===== src/rtl/systolic_pkg.sv =====
// Shared types and helpers for the NxN output-stationary systolic multiplier.
package systolic_pkg;

  typedef enum logic [1:0] {
    IDLE  = 2'd0,
    FEED  = 2'd1,
    DRAIN = 2'd2,
    DONE  = 2'd3
  } state_e;

  // Accumulator width that can hold N products of two DW-bit operands
  // without wrapping, in either signedness.
  function automatic int acc_width(input int n, input int dw);
    return 2 * dw + $clog2(n);
  endfunction

  // LSB position of element (row,col) in a row-major flat vector of n x n
  // elements that are w bits wide.
  function automatic int elem_lo(input int row, input int col, input int n, input int w);
    return (row * n + col) * w;
  endfunction

endpackage


===== src/rtl/systolic_mm_nxn_if.sv =====
// Operand / result handshake bundle between loader, multiplier and consumer.
interface systolic_mm_nxn_if
  import systolic_pkg::*;
#(
  parameter int N  = 3,
  parameter int DW = 8,
  parameter int AW = acc_width(N, DW)
) ();

  logic                in_valid;
  logic                in_ready;
  logic                signed_mode;
  logic [N*N*DW-1:0]   a_flat;
  logic [N*N*DW-1:0]   b_flat;
  logic                out_valid;
  logic                out_ready;
  logic [N*N*AW-1:0]   c_flat;
  logic                busy;

  // Producer/consumer side: drives operands and result acceptance.
  modport master (
    output in_valid, signed_mode, a_flat, b_flat, out_ready,
    input  in_ready, out_valid, c_flat, busy
  );

  // Multiplier side.
  modport slave (
    input  in_valid, signed_mode, a_flat, b_flat, out_ready,
    output in_ready, out_valid, c_flat, busy
  );

endinterface


===== src/rtl/systolic_pe.sv =====
// One processing element: forwards A right and B down, accumulates A*B.
module systolic_pe #(
  parameter int DW = 8,
  parameter int AW = 18
) (
  input  logic          clk,
  input  logic          rst,
  input  logic          clr,
  input  logic          signed_mode,
  input  logic [DW-1:0] a_in,
  input  logic [DW-1:0] b_in,
  output logic [DW-1:0] a_out,
  output logic [DW-1:0] b_out,
  output logic [AW-1:0] acc
);

  logic [DW-1:0] a_q;
  logic [DW-1:0] b_q;
  logic [AW-1:0] acc_q;
  logic [AW-1:0] prod;

  // Widen an operand to the accumulator width; sign-extend only in signed mode.
  function automatic logic [AW-1:0] ext(input logic [DW-1:0] v, input logic sm);
    return {{(AW-DW){sm & v[DW-1]}}, v};
  endfunction

  // Low AW bits of the product are exact modulo 2^AW for both signednesses.
  assign prod = ext(a_in, signed_mode) * ext(b_in, signed_mode);

  // Operand forwarding and multiply-accumulate; clr starts a new matrix.
  always_ff @(posedge clk) begin
    if (rst || clr) begin
      a_q   <= '0;
      b_q   <= '0;
      acc_q <= '0;
    end else begin
      a_q   <= a_in;
      b_q   <= b_in;
      acc_q <= acc_q + prod;
    end
  end

  assign a_out = a_q;
  assign b_out = b_q;
  assign acc   = acc_q;

endmodule


===== src/rtl/systolic_mm_nxn.sv =====
// NxN output-stationary systolic matrix multiplier with valid/ready handshakes.
module systolic_mm_nxn
  import systolic_pkg::*;
#(
  parameter int N  = 3,
  parameter int DW = 8,
  parameter int AW = acc_width(N, DW)
) (
  input logic              clk,
  input logic              rst,
  systolic_mm_nxn_if.slave bus
);

  localparam int            CW         = $clog2(3 * N);
  localparam logic [CW-1:0] FEED_LAST  = CW'(3 * N - 3);
  localparam logic [CW-1:0] DRAIN_LAST = CW'(N - 1);

  state_e              state_q, state_d;
  logic [CW-1:0]       cnt_q, cnt_d;
  logic [N*N*DW-1:0]   a_q, b_q;
  logic                sm_q;
  logic [N*N*AW-1:0]   c_q, c_d;
  logic                accept;
  logic                in_ready_c, out_valid_c, busy_c;

  logic [DW-1:0]       a_edge [N];
  logic [DW-1:0]       b_edge [N];
  logic [DW-1:0]       a_pe   [N][N];
  logic [DW-1:0]       b_pe   [N][N];
  logic [AW-1:0]       acc_pe [N][N];

  assign accept = in_ready_c && bus.in_valid;

  // State register.
  always_ff @(posedge clk) begin
    if (rst) state_q <= IDLE;
    else     state_q <= state_d;
  end

  // Next-state logic: IDLE -> FEED (3N-2) -> DRAIN (N) -> DONE -> IDLE.
  always_comb begin
    state_d = state_q;
    case (state_q)
      IDLE:    if (bus.in_valid)         state_d = FEED;
      FEED:    if (cnt_q == FEED_LAST)   state_d = DRAIN;
      DRAIN:   if (cnt_q == DRAIN_LAST)  state_d = DONE;
      DONE:    if (bus.out_ready)        state_d = IDLE;
      default:                           state_d = IDLE;
    endcase
  end

  // Moore outputs decoded from the state.
  always_comb begin
    in_ready_c  = (state_q == IDLE);
    busy_c      = (state_q == FEED) || (state_q == DRAIN);
    out_valid_c = (state_q == DONE);
  end

  // Phase counter: restarts at 0 on entry to FEED and to DRAIN.
  always_comb begin
    cnt_d = cnt_q + CW'(1);
    if (state_q == IDLE || state_q == DONE)             cnt_d = '0;
    else if (state_q == FEED && cnt_q == FEED_LAST)     cnt_d = '0;
  end

  // Operand latch, counter and result capture at the DRAIN -> DONE edge.
  always_ff @(posedge clk) begin
    if (rst) begin
      cnt_q <= '0;
      a_q   <= '0;
      b_q   <= '0;
      sm_q  <= 1'b0;
      c_q   <= '0;
    end else begin
      cnt_q <= cnt_d;
      if (accept) begin
        a_q  <= bus.a_flat;
        b_q  <= bus.b_flat;
        sm_q <= bus.signed_mode;
      end
      if (state_q == DRAIN && cnt_q == DRAIN_LAST) c_q <= c_d;
    end
  end

  // Skewed edge feeders: row i gets A[i][cnt-i], column j gets B[cnt-j][j],
  // zero outside the valid window so padding contributes nothing.
  always_comb begin
    for (int i = 0; i < N; i++) begin
      a_edge[i] = '0;
      b_edge[i] = '0;
      if (state_q == FEED && int'(cnt_q) >= i && int'(cnt_q) - i < N) begin
        a_edge[i] = a_q[elem_lo(i, int'(cnt_q) - i, N, DW) +: DW];
        b_edge[i] = b_q[elem_lo(int'(cnt_q) - i, i, N, DW) +: DW];
      end
    end
  end

  // Pack the accumulator grid into row-major result order.
  always_comb begin
    c_d = '0;
    for (int i = 0; i < N; i++) begin
      for (int j = 0; j < N; j++) begin
        c_d[elem_lo(i, j, N, AW) +: AW] = acc_pe[i][j];
      end
    end
  end

  for (genvar gi = 0; gi < N; gi++) begin : g_row
    for (genvar gj = 0; gj < N; gj++) begin : g_col
      logic [DW-1:0] a_in_w;
      logic [DW-1:0] b_in_w;

      if (gj == 0) begin : g_a_edge
        assign a_in_w = a_edge[gi];
      end else begin : g_a_link
        assign a_in_w = a_pe[gi][gj-1];
      end

      if (gi == 0) begin : g_b_edge
        assign b_in_w = b_edge[gj];
      end else begin : g_b_link
        assign b_in_w = b_pe[gi-1][gj];
      end

      systolic_pe #(.DW(DW), .AW(AW)) u_pe (
        .clk         (clk),
        .rst         (rst),
        .clr         (accept),
        .signed_mode (sm_q),
        .a_in        (a_in_w),
        .b_in        (b_in_w),
        .a_out       (a_pe[gi][gj]),
        .b_out       (b_pe[gi][gj]),
        .acc         (acc_pe[gi][gj])
      );
    end
  end

  assign bus.in_ready  = in_ready_c;
  assign bus.out_valid = out_valid_c;
  assign bus.busy      = busy_c;
  assign bus.c_flat    = c_q;

endmodule


===== src/flat_wrapper.sv =====
// flat-port wrapper written by rule: the top's interface ports become plain ports
module systolic_mm_nxn_flat import systolic_pkg::*;
#(
  parameter int N  = 3,
  parameter int DW = 8,
  parameter int AW = acc_width(N, DW)
)
  (clk, rst, bus_in_valid, bus_signed_mode, bus_a_flat, bus_b_flat, bus_out_ready, bus_in_ready, bus_out_valid, bus_c_flat, bus_busy);
  systolic_mm_nxn_if #(.N(N), .DW(DW), .AW(AW)) bus_i ();
  input logic clk;
  input logic rst;
  input wire logic [$bits(bus_i.in_valid)-1:0] bus_in_valid;
  input wire logic [$bits(bus_i.signed_mode)-1:0] bus_signed_mode;
  input wire logic [$bits(bus_i.a_flat)-1:0] bus_a_flat;
  input wire logic [$bits(bus_i.b_flat)-1:0] bus_b_flat;
  input wire logic [$bits(bus_i.out_ready)-1:0] bus_out_ready;
  output wire logic [$bits(bus_i.in_ready)-1:0] bus_in_ready;
  output wire logic [$bits(bus_i.out_valid)-1:0] bus_out_valid;
  output wire logic [$bits(bus_i.c_flat)-1:0] bus_c_flat;
  output wire logic [$bits(bus_i.busy)-1:0] bus_busy;
  assign bus_i.in_valid = bus_in_valid;
  assign bus_i.signed_mode = bus_signed_mode;
  assign bus_i.a_flat = bus_a_flat;
  assign bus_i.b_flat = bus_b_flat;
  assign bus_i.out_ready = bus_out_ready;
  assign bus_in_ready = bus_i.in_ready;
  assign bus_out_valid = bus_i.out_valid;
  assign bus_c_flat = bus_i.c_flat;
  assign bus_busy = bus_i.busy;
  systolic_mm_nxn #(.N(N), .DW(DW), .AW(AW)) u_core (.clk(clk), .rst(rst), .bus(bus_i));
endmodule

===== config.mk =====
export PLATFORM = sky130hd
export DESIGN_NAME = systolic_mm_nxn_flat
export DESIGN_NICKNAME = d
export VERILOG_FILES = /design/src/rtl/systolic_pkg.sv /design/src/rtl/systolic_mm_nxn_if.sv /design/src/rtl/systolic_pe.sv /design/src/rtl/systolic_mm_nxn.sv /design/src/flat_wrapper.sv
export SDC_FILE = /design/constraint.sdc
export NUM_CORES = 2
export LEC_CHECK = 0
export ABC_AREA = 1
export BUFFER_PORTS_ARGS = -buffer_cell sky130_fd_sc_hd__buf_4
export CORE_MARGIN = 2
export CORE_UTILIZATION = 40
export DETAILED_ROUTE_END_ITERATION = 8
export GPL_TIMING_DRIVEN = 0
export PLACE_DENSITY = 0.62
export SLEW_MARGIN = 20
export SYNTH_ARGS = -nofsm -noshare
export SYNTH_HDL_FRONTEND = slang
export SYNTH_SLANG_ARGS = --single-unit

===== constraint.sdc =====
create_clock -name clk -period 16.97 [get_ports clk]
set_input_delay 3.394 -clock clk [delete_from_list [all_inputs] [get_ports clk]]
set_output_delay 3.394 -clock clk [all_outputs]
set_load 0.01 [all_outputs]

After elaboration in Yosys (flattened, before gate mapping)
Index checks and enable logic that the tools add are counted.

word-level totals
  register bits = 571
  input bits = 149
  output and inout port bits = 165

operators by class
  add/subtract/negate cells = 16
  multiply operators = 12
  order comparisons = 5
  eq/ne operators = 9
  shift operators = 6
  multiplexer cells = 11
  bitwise operators = 18
  reduce and logical (&&, ||, !) cells = 14

operators with widths
  cell                   number
  $shiftx 72x32->8       5
  $add 18x18->18         9
  $mul 9x9->18           9
  $shiftx 72x8->8        1
  $mux 8                 6
  $add 29x2->29 const B  1
  $add 29x3->29 const B  1
  $and 1x1->1            18
  $mul 5x3->8 const B    2
  $lt 5x3->1 const B     2
  $logic_and 1x1->1      8
  $mux 2                 4
  $ne 2x2->1 const B     4
  $pmux 2 s4             1
  $add 3x5->6 const A    1
  $add 4x5->6 const A    1
  $mul 4x2->6 const B    1
  $sub 4x1->5 const B    1
  $sub 4x2->5 const B    1
  $add 4x1->4 const B    1
  $eq 2x2->1 const B     2
  $eq 4x2->1 const B     1
  $eq 4x3->1 const B     1
  $ge 4x1->1 const B     1
  7 further kinds        9

Depth between registers and ports, before layout
  depth in word-level cells = 8
  gate-level depth with buffers = 42
  gate-level depth less buffers = 40

Hierarchy
Synthesis repeated with hierarchy kept, for this count alone.

second synthesis, totals
  cell total of the unflattened synthesis = 8078
  area total of the unflattened synthesis = 59140.5 sq um

by module, submodules not included
  module                                           instances  cells each  area each (sq um)  seq. area each (sq um)
  systolic_pe (u_core.g_row[0].g_col[1].u_pe ...)  6          651         4918.5             680.7
  systolic_mm_nxn                                  1          2252        15043.2            6266.0
  systolic_pe (u_core.g_row[2].g_col[1].u_pe)      1          646         4877.2             680.7
  systolic_pe (u_core.g_row[2].g_col[2].u_pe)      1          647         4872.2             680.7
  systolic_pe (u_core.g_row[0].g_col[0].u_pe)      1          627         4837.1             680.7

Worst setup path before layout
Ideal clock, no wire load.

  path type = register to register
  from = register u_core.cnt_q[1]
  to = register u_core.g_row[0].g_col[2].u_pe.acc_q[15]
  setup time = 0.113 ns
  arrival = 7.608 ns
  required time = 16.857 ns
  setup slack = 9.250 ns
  cell stages (with the launch flop) = 34
  path through = dfxtp_1 > inv_1 > buf_2 > buf_2 > ha_1 > buf_6 > xnor2_1 > inv_1 > ha_1 > inv_1 > fa_1 > xor2_1 > nor3_1 > nand2_1 > nand2_1 > nand2_1 > inv_1 > nand2_1 > fa_1 > inv_1 > fa_1 > inv_1 > fa_1 > fa_1 > inv_1 > fa_1 > ha_1 > nand2_1 > nor4_1 > nand2_1 > nand3_1 > nand2_1 > nand2_1 > nor2_1

on the way
  longest elaborated chain between the ends = 8
  elaborated cells between the ends (all ways) = 12
  those cells by class = add/sub (3); mul (2); order compare (2); shift (1); mux (1); bitwise (1); reduce/logical (2)

RTL lines
  item                    line                                          text
  start, declared         systolic_mm_nxn.sv:19                         logic [CW-1:0] cnt_q, cnt_d;
  start signal, assigned  systolic_mm_nxn.sv:75                         cnt_q <= cnt_d;
  $sub 4x2->5             systolic_mm_nxn.sv:91, systolic_mm_nxn.sv:93
  $mul 5x3->8             systolic_pkg.sv:20                            return (row * n + col) * w;
  $add 29x3->29           systolic_pkg.sv:20
  $shiftx 72x32->8        systolic_mm_nxn.sv:93                         b_edge[i] = b_q[elem_lo(int'(cnt_q) - i, i, N, DW) +: DW];
  $mux 8 *                systolic_mm_nxn.sv:91                         if (state_q == FEED && int'(cnt_q) >= i && int'(cnt_q) - i < N) begin
  $and 1x1->1             systolic_pe.sv:24                             return {{(AW-DW){sm & v[DW-1]}}, v};
  $mul 9x9->18 *          systolic_pe.sv:28                             assign prod = ext(a_in, signed_mode) * ext(b_in, signed_mode);
  $add 18x18->18 *        systolic_pe.sv:39                             acc_q <= acc_q + prod;
  end signal, assigned    systolic_pe.sv:39
  end, declared           systolic_pe.sv:19                             logic [AW-1:0] acc_q;

Every way passes the cells marked *; elsewhere a longest branch is shown, timed or not.
A chain may end at the register's enable or synchronous reset.

Final worst setup path
  from = register u_core.cnt_q[1]
  to = register u_core.g_row[0].g_col[2].u_pe.acc_q[17]

The elaborated chain is that of the path after synthesis.

==> results.md <==
| Item | This run |
|---|---|
| Slew margin rel. | 20.9% |
| Clock-pin slew on the worst setup and hold paths | 0.06 ns |
| Cells after Synth | 7,134 |
| Hold Fails Final Rpt | 0 |
| Worst hold margin | 0.442 ns |
| Die Outline Area | 0.140 sq mm |
| Clock buffers created by TritonCTS | 73 |
| Most frequent cell after synthesis | sky130_fd_sc_hd__inv_1 |
| Max Transition Viols Final | 0 |
| Outcome | finished clean |
| DRT Pass-1 Iters | 6 |
| Required time at the worst-slack endpoint | 17.56 ns |
| Busiest layer in global routing | met2 |
| Total number of clock tree sinks | 571 |
| Number of distinct library cell variants in the gate-level netlist after synthesis | 45 |
| Met3 track utilization from global routing | 3.61% |
| Number of nets with antenna violations after routing | 0 |
| Peak supply drop | 81.3 uV |
| H-tree level count | 3 |
| Buffers added on ports | 313 |
| Overall routing resource usage | 23.8% |
| First-pass GRT wire length | 261,000 um |
| Number of inserted filler cells in the final layout | 13,800 |
| Vias per Instance | 4.94 |
| Post-synthesis cell type with the largest combined area | sky130_fd_sc_hd__fa_1 |
| Longest Clk Path Bufs | 3 |
| Clock root buffer | sky130_fd_sc_hd__clkbuf_16 |
| Tot Pwr | 5.34 mW |
| Count of standard-cell rows | 135 |
| Post-CTS setup-driven buffer insertion count | 0 |
| Final routed wire length divided by cell count | 17.7 um |
| Crit Path Class | reg -> reg |
| Min-Delay Path Class | reg -> reg |
| Synthesis-stage register bit count | 571 |
| Synth top cells by count | 1,472 x sky130_fd_sc_hd__inv_1, 1,456 x sky130_fd_sc_hd__nand2_1, 747 x sky130_fd_sc_hd__fa_1 |
| CTS hold repair buffers | 0 |
| Arrival time at the worst endpoint | 10.15 ns |
| Synth warn | 0 |
| Number of vias after detailed routing | 46,300 |
| Top area cells in the synthesized netlist | sky130_fd_sc_hd__fa_1 27%, sky130_fd_sc_hd__dfxtp_1 21%, sky130_fd_sc_hd__ha_1 11% |
| Crit path largest cell delay | 0.77 ns |
| Post-DP HPWL | 138,000 um |
| RSZ-0062 raised after global routing | false |
| Portion of the post-synthesis area used by sequential elements | 20.8% |
| Total number of nets in the final design | 8,886 |
| Number of synthesized flops with an enable pin | 0 |
| Met1 track demand over resource | 31.2% |
| Placer Congestion | 0.937 |
| Post-synth net total | 8,493 |
| Number of remaining DRC errors | 0 |
| Starting density of the core | 40.4% |
| Chip width | 375 um |
| Element type at the critical path end | register |
| DR iter-0 viols | 2,965 |
| Area of the mapped netlist | 0.0549 sq mm |
| Global-route congestion overflow total | 0 |
| Synthesis-to-layout area growth | 13.1% |
| Post-synthesis average cell area | 7.70 sq um |
| Pin count of the biggest net entering global routing | 16 |
| Dominant register cell in the synthesized netlist | sky130_fd_sc_hd__dfxtp_1 |
| Critical Path Slowest Stage Cell | sky130_fd_sc_hd__fa_1 |
| Total of max-cap violations | 0 |
| Clock skew after layout | 0.0386 ns |
| Source-to-sink clock delay at the later pin of the worst-skew pair | 0.70 ns |
| Post-synth ARST share | 0% |
| Share of the cycle needed by the critical path after routing | 56.4% |
| Fraction of layout cells with a size suffix above 1 | 7.56% |
| Total power density per cell area | 86.0 mW/mm^2 |
| Final setup violating endpoints | 0 |
| DIE HEIGHT | 375 um |
| Met2 routing resource usage after global routing | 39.7% |
| TritonCTS clock tree | yes |
| Yosys top cell area share | 27.2% |
| Slew at the pin with the worst max-slew slack | 1.19 ns |
| Startpoint kind of the worst setup timing path | register |
| Post-CTS resize count | 0 |
| Max Clock Freq | 0.105 GHz |
| Vias in the first global route | 47,400 |
| IO Count | 314 |
| Leakage | 29.7 nW |
| Setup TNS | 0 ns |
| Critical Path Fanout Max | 15 |
| Core Footprint | 0.136 sq mm |
| Post-route minimum period | 9.56 ns |
| Number of antenna violations at the first check in global routing | 6 |
| Detailed Route WL | 166,000 um |
==> critical path: cells and delay by family, from the launching register on <==
kind                     cells  cell delay (ns)
AO/OA/AOI/OAI                3             0.80
XOR/XNOR                     2             0.77
adder cells (fa/ha/maj)      9             4.31
buffers and inverters       10             1.51
flip-flops                   1             0.60
AND/OR/NAND/NOR              9             1.48
==> metrics by stage <==
stage	utilization (%)	cell area, sq um	std cells	setup WS [ns]
2_1_floorplan	-	54900	7134	9.25
3_3_place_gp	43.8	59500	9228	7.58
3_5_place_dp	43.9	59600	9233	7.52
4_1_cts	45.8	62100	9362	7.49
5_1_grt	45.8	62100	9362	6.63
6_report	45.8	62100	9364	7.41
==> where the power goes <==
| part | leakage [nW] | internal, mW | switching [mW] |
|---|---|---|---|
| registers | 4.63 | 1.48 | 0.0932 |
| clock network | 1.20 | 0.997 | 0.671 |
| logic | 23.9 | 0.589 | 1.52 |
==> cell families after synthesis <==
| group | count (synthesis) | share of synthesized area, % |
|---|---|---|
| AND/OR/NAND/NOR | 2648 | 19.7 |
| flip-flops | 571 | 20.8 |
| adder cells (fa/ha/maj) | 1210 | 37.8 |
| XOR/XNOR | 69 | 1.13 |
| multiplexers | 1 | 0.0182 |
| AO/OA/AOI/OAI | 889 | 8.51 |
| buffers and inverters | 1746 | 12.1 |
==> final timing paths <==
| path | start | end | slack [ns] | cells after the start |
|---|---|---|---|---|
| hold reg to reg | u_core.bus.c_flat[29] | u_core.bus.c_flat[29] | 0.44 | 2 |
| setup reg to reg | u_core.cnt_q[1] | u_core.g_row[0].g_col[2].u_pe.acc[17] | 7.41 | 33 |
| hold / removal | u_core.bus.c_flat[29] | u_core.bus.c_flat[29] | 0.44 | 2 |
| setup / recovery | u_core.cnt_q[1] | u_core.g_row[0].g_col[2].u_pe.acc[17] | 7.41 | 33 |
==> state kept, by name (all words and copies together) (netlist names) <==
name / cells
u_core.g_row.g_col.u_pe.b_out: 48
u_core.a_q: 72
u_core.sm_q: 1
u_core.g_row.g_col.u_pe.a_out: 48
u_core.bus.c_flat: 162
u_core.g_row.g_col.u_pe.acc: 162
u_core.b_q: 72
u_core.cnt_q: 4
u_core.state_q: 2
==> layout by cell type (no fill, tap or decap), types with 14 or more instances in the layout <==
cell,count
sky130_fd_sc_hd__inv_1,1472
sky130_fd_sc_hd__nand2_1,1456
sky130_fd_sc_hd__fa_1,747
sky130_fd_sc_hd__nor2_1,699
sky130_fd_sc_hd__dfxtp_1,571
sky130_fd_sc_hd__ha_1,463
sky130_fd_sc_hd__a21oi_1,413
sky130_fd_sc_hd__o21ai_0,390
sky130_fd_sc_hd__buf_4,318
sky130_fd_sc_hd__nand3_1,318
sky130_fd_sc_hd__clkbuf_1,204
sky130_fd_sc_hd__clkbuf_16,78
sky130_fd_sc_hd__or2_2,56
sky130_fd_sc_hd__nand4_1,50
sky130_fd_sc_hd__xnor2_1,39
sky130_fd_sc_hd__xor2_1,28
sky130_fd_sc_hd__buf_1,26
sky130_fd_sc_hd__nor3_1,25
sky130_fd_sc_hd__o21a_1,22
sky130_fd_sc_hd__buf_2,20
sky130_fd_sc_hd__a21o_1,18
sky130_fd_sc_hd__o211ai_1,14
sky130_fd_sc_hd__o21bai_1,14
==> layer usage <==
layer	routed length, um	share of wire, %
met1	71900	43
met2	77400	47
met3	9950	6.0
met4	6620	4.0
met5	13	0.0078
==> area by class of cell <==
cell class | count | area, sq um | share of cell area [%]
plain buffers | 257 | 1050 | 1.69
inverters | 1489 | 5590 | 8.99
multi-input cells | 4817 | 36900 | 59.3
well taps | 1781 | 2230 | 3.59
clock inverters | 32 | 427 | 0.687
repair buffers | 318 | 2470 | 3.98
diodes | 2 | 5.00 | 0.00805
clock buffers | 97 | 2070 | 3.34
flip-flops and latches | 571 | 11400 | 18.4
(Power assumes the default switching activity.)
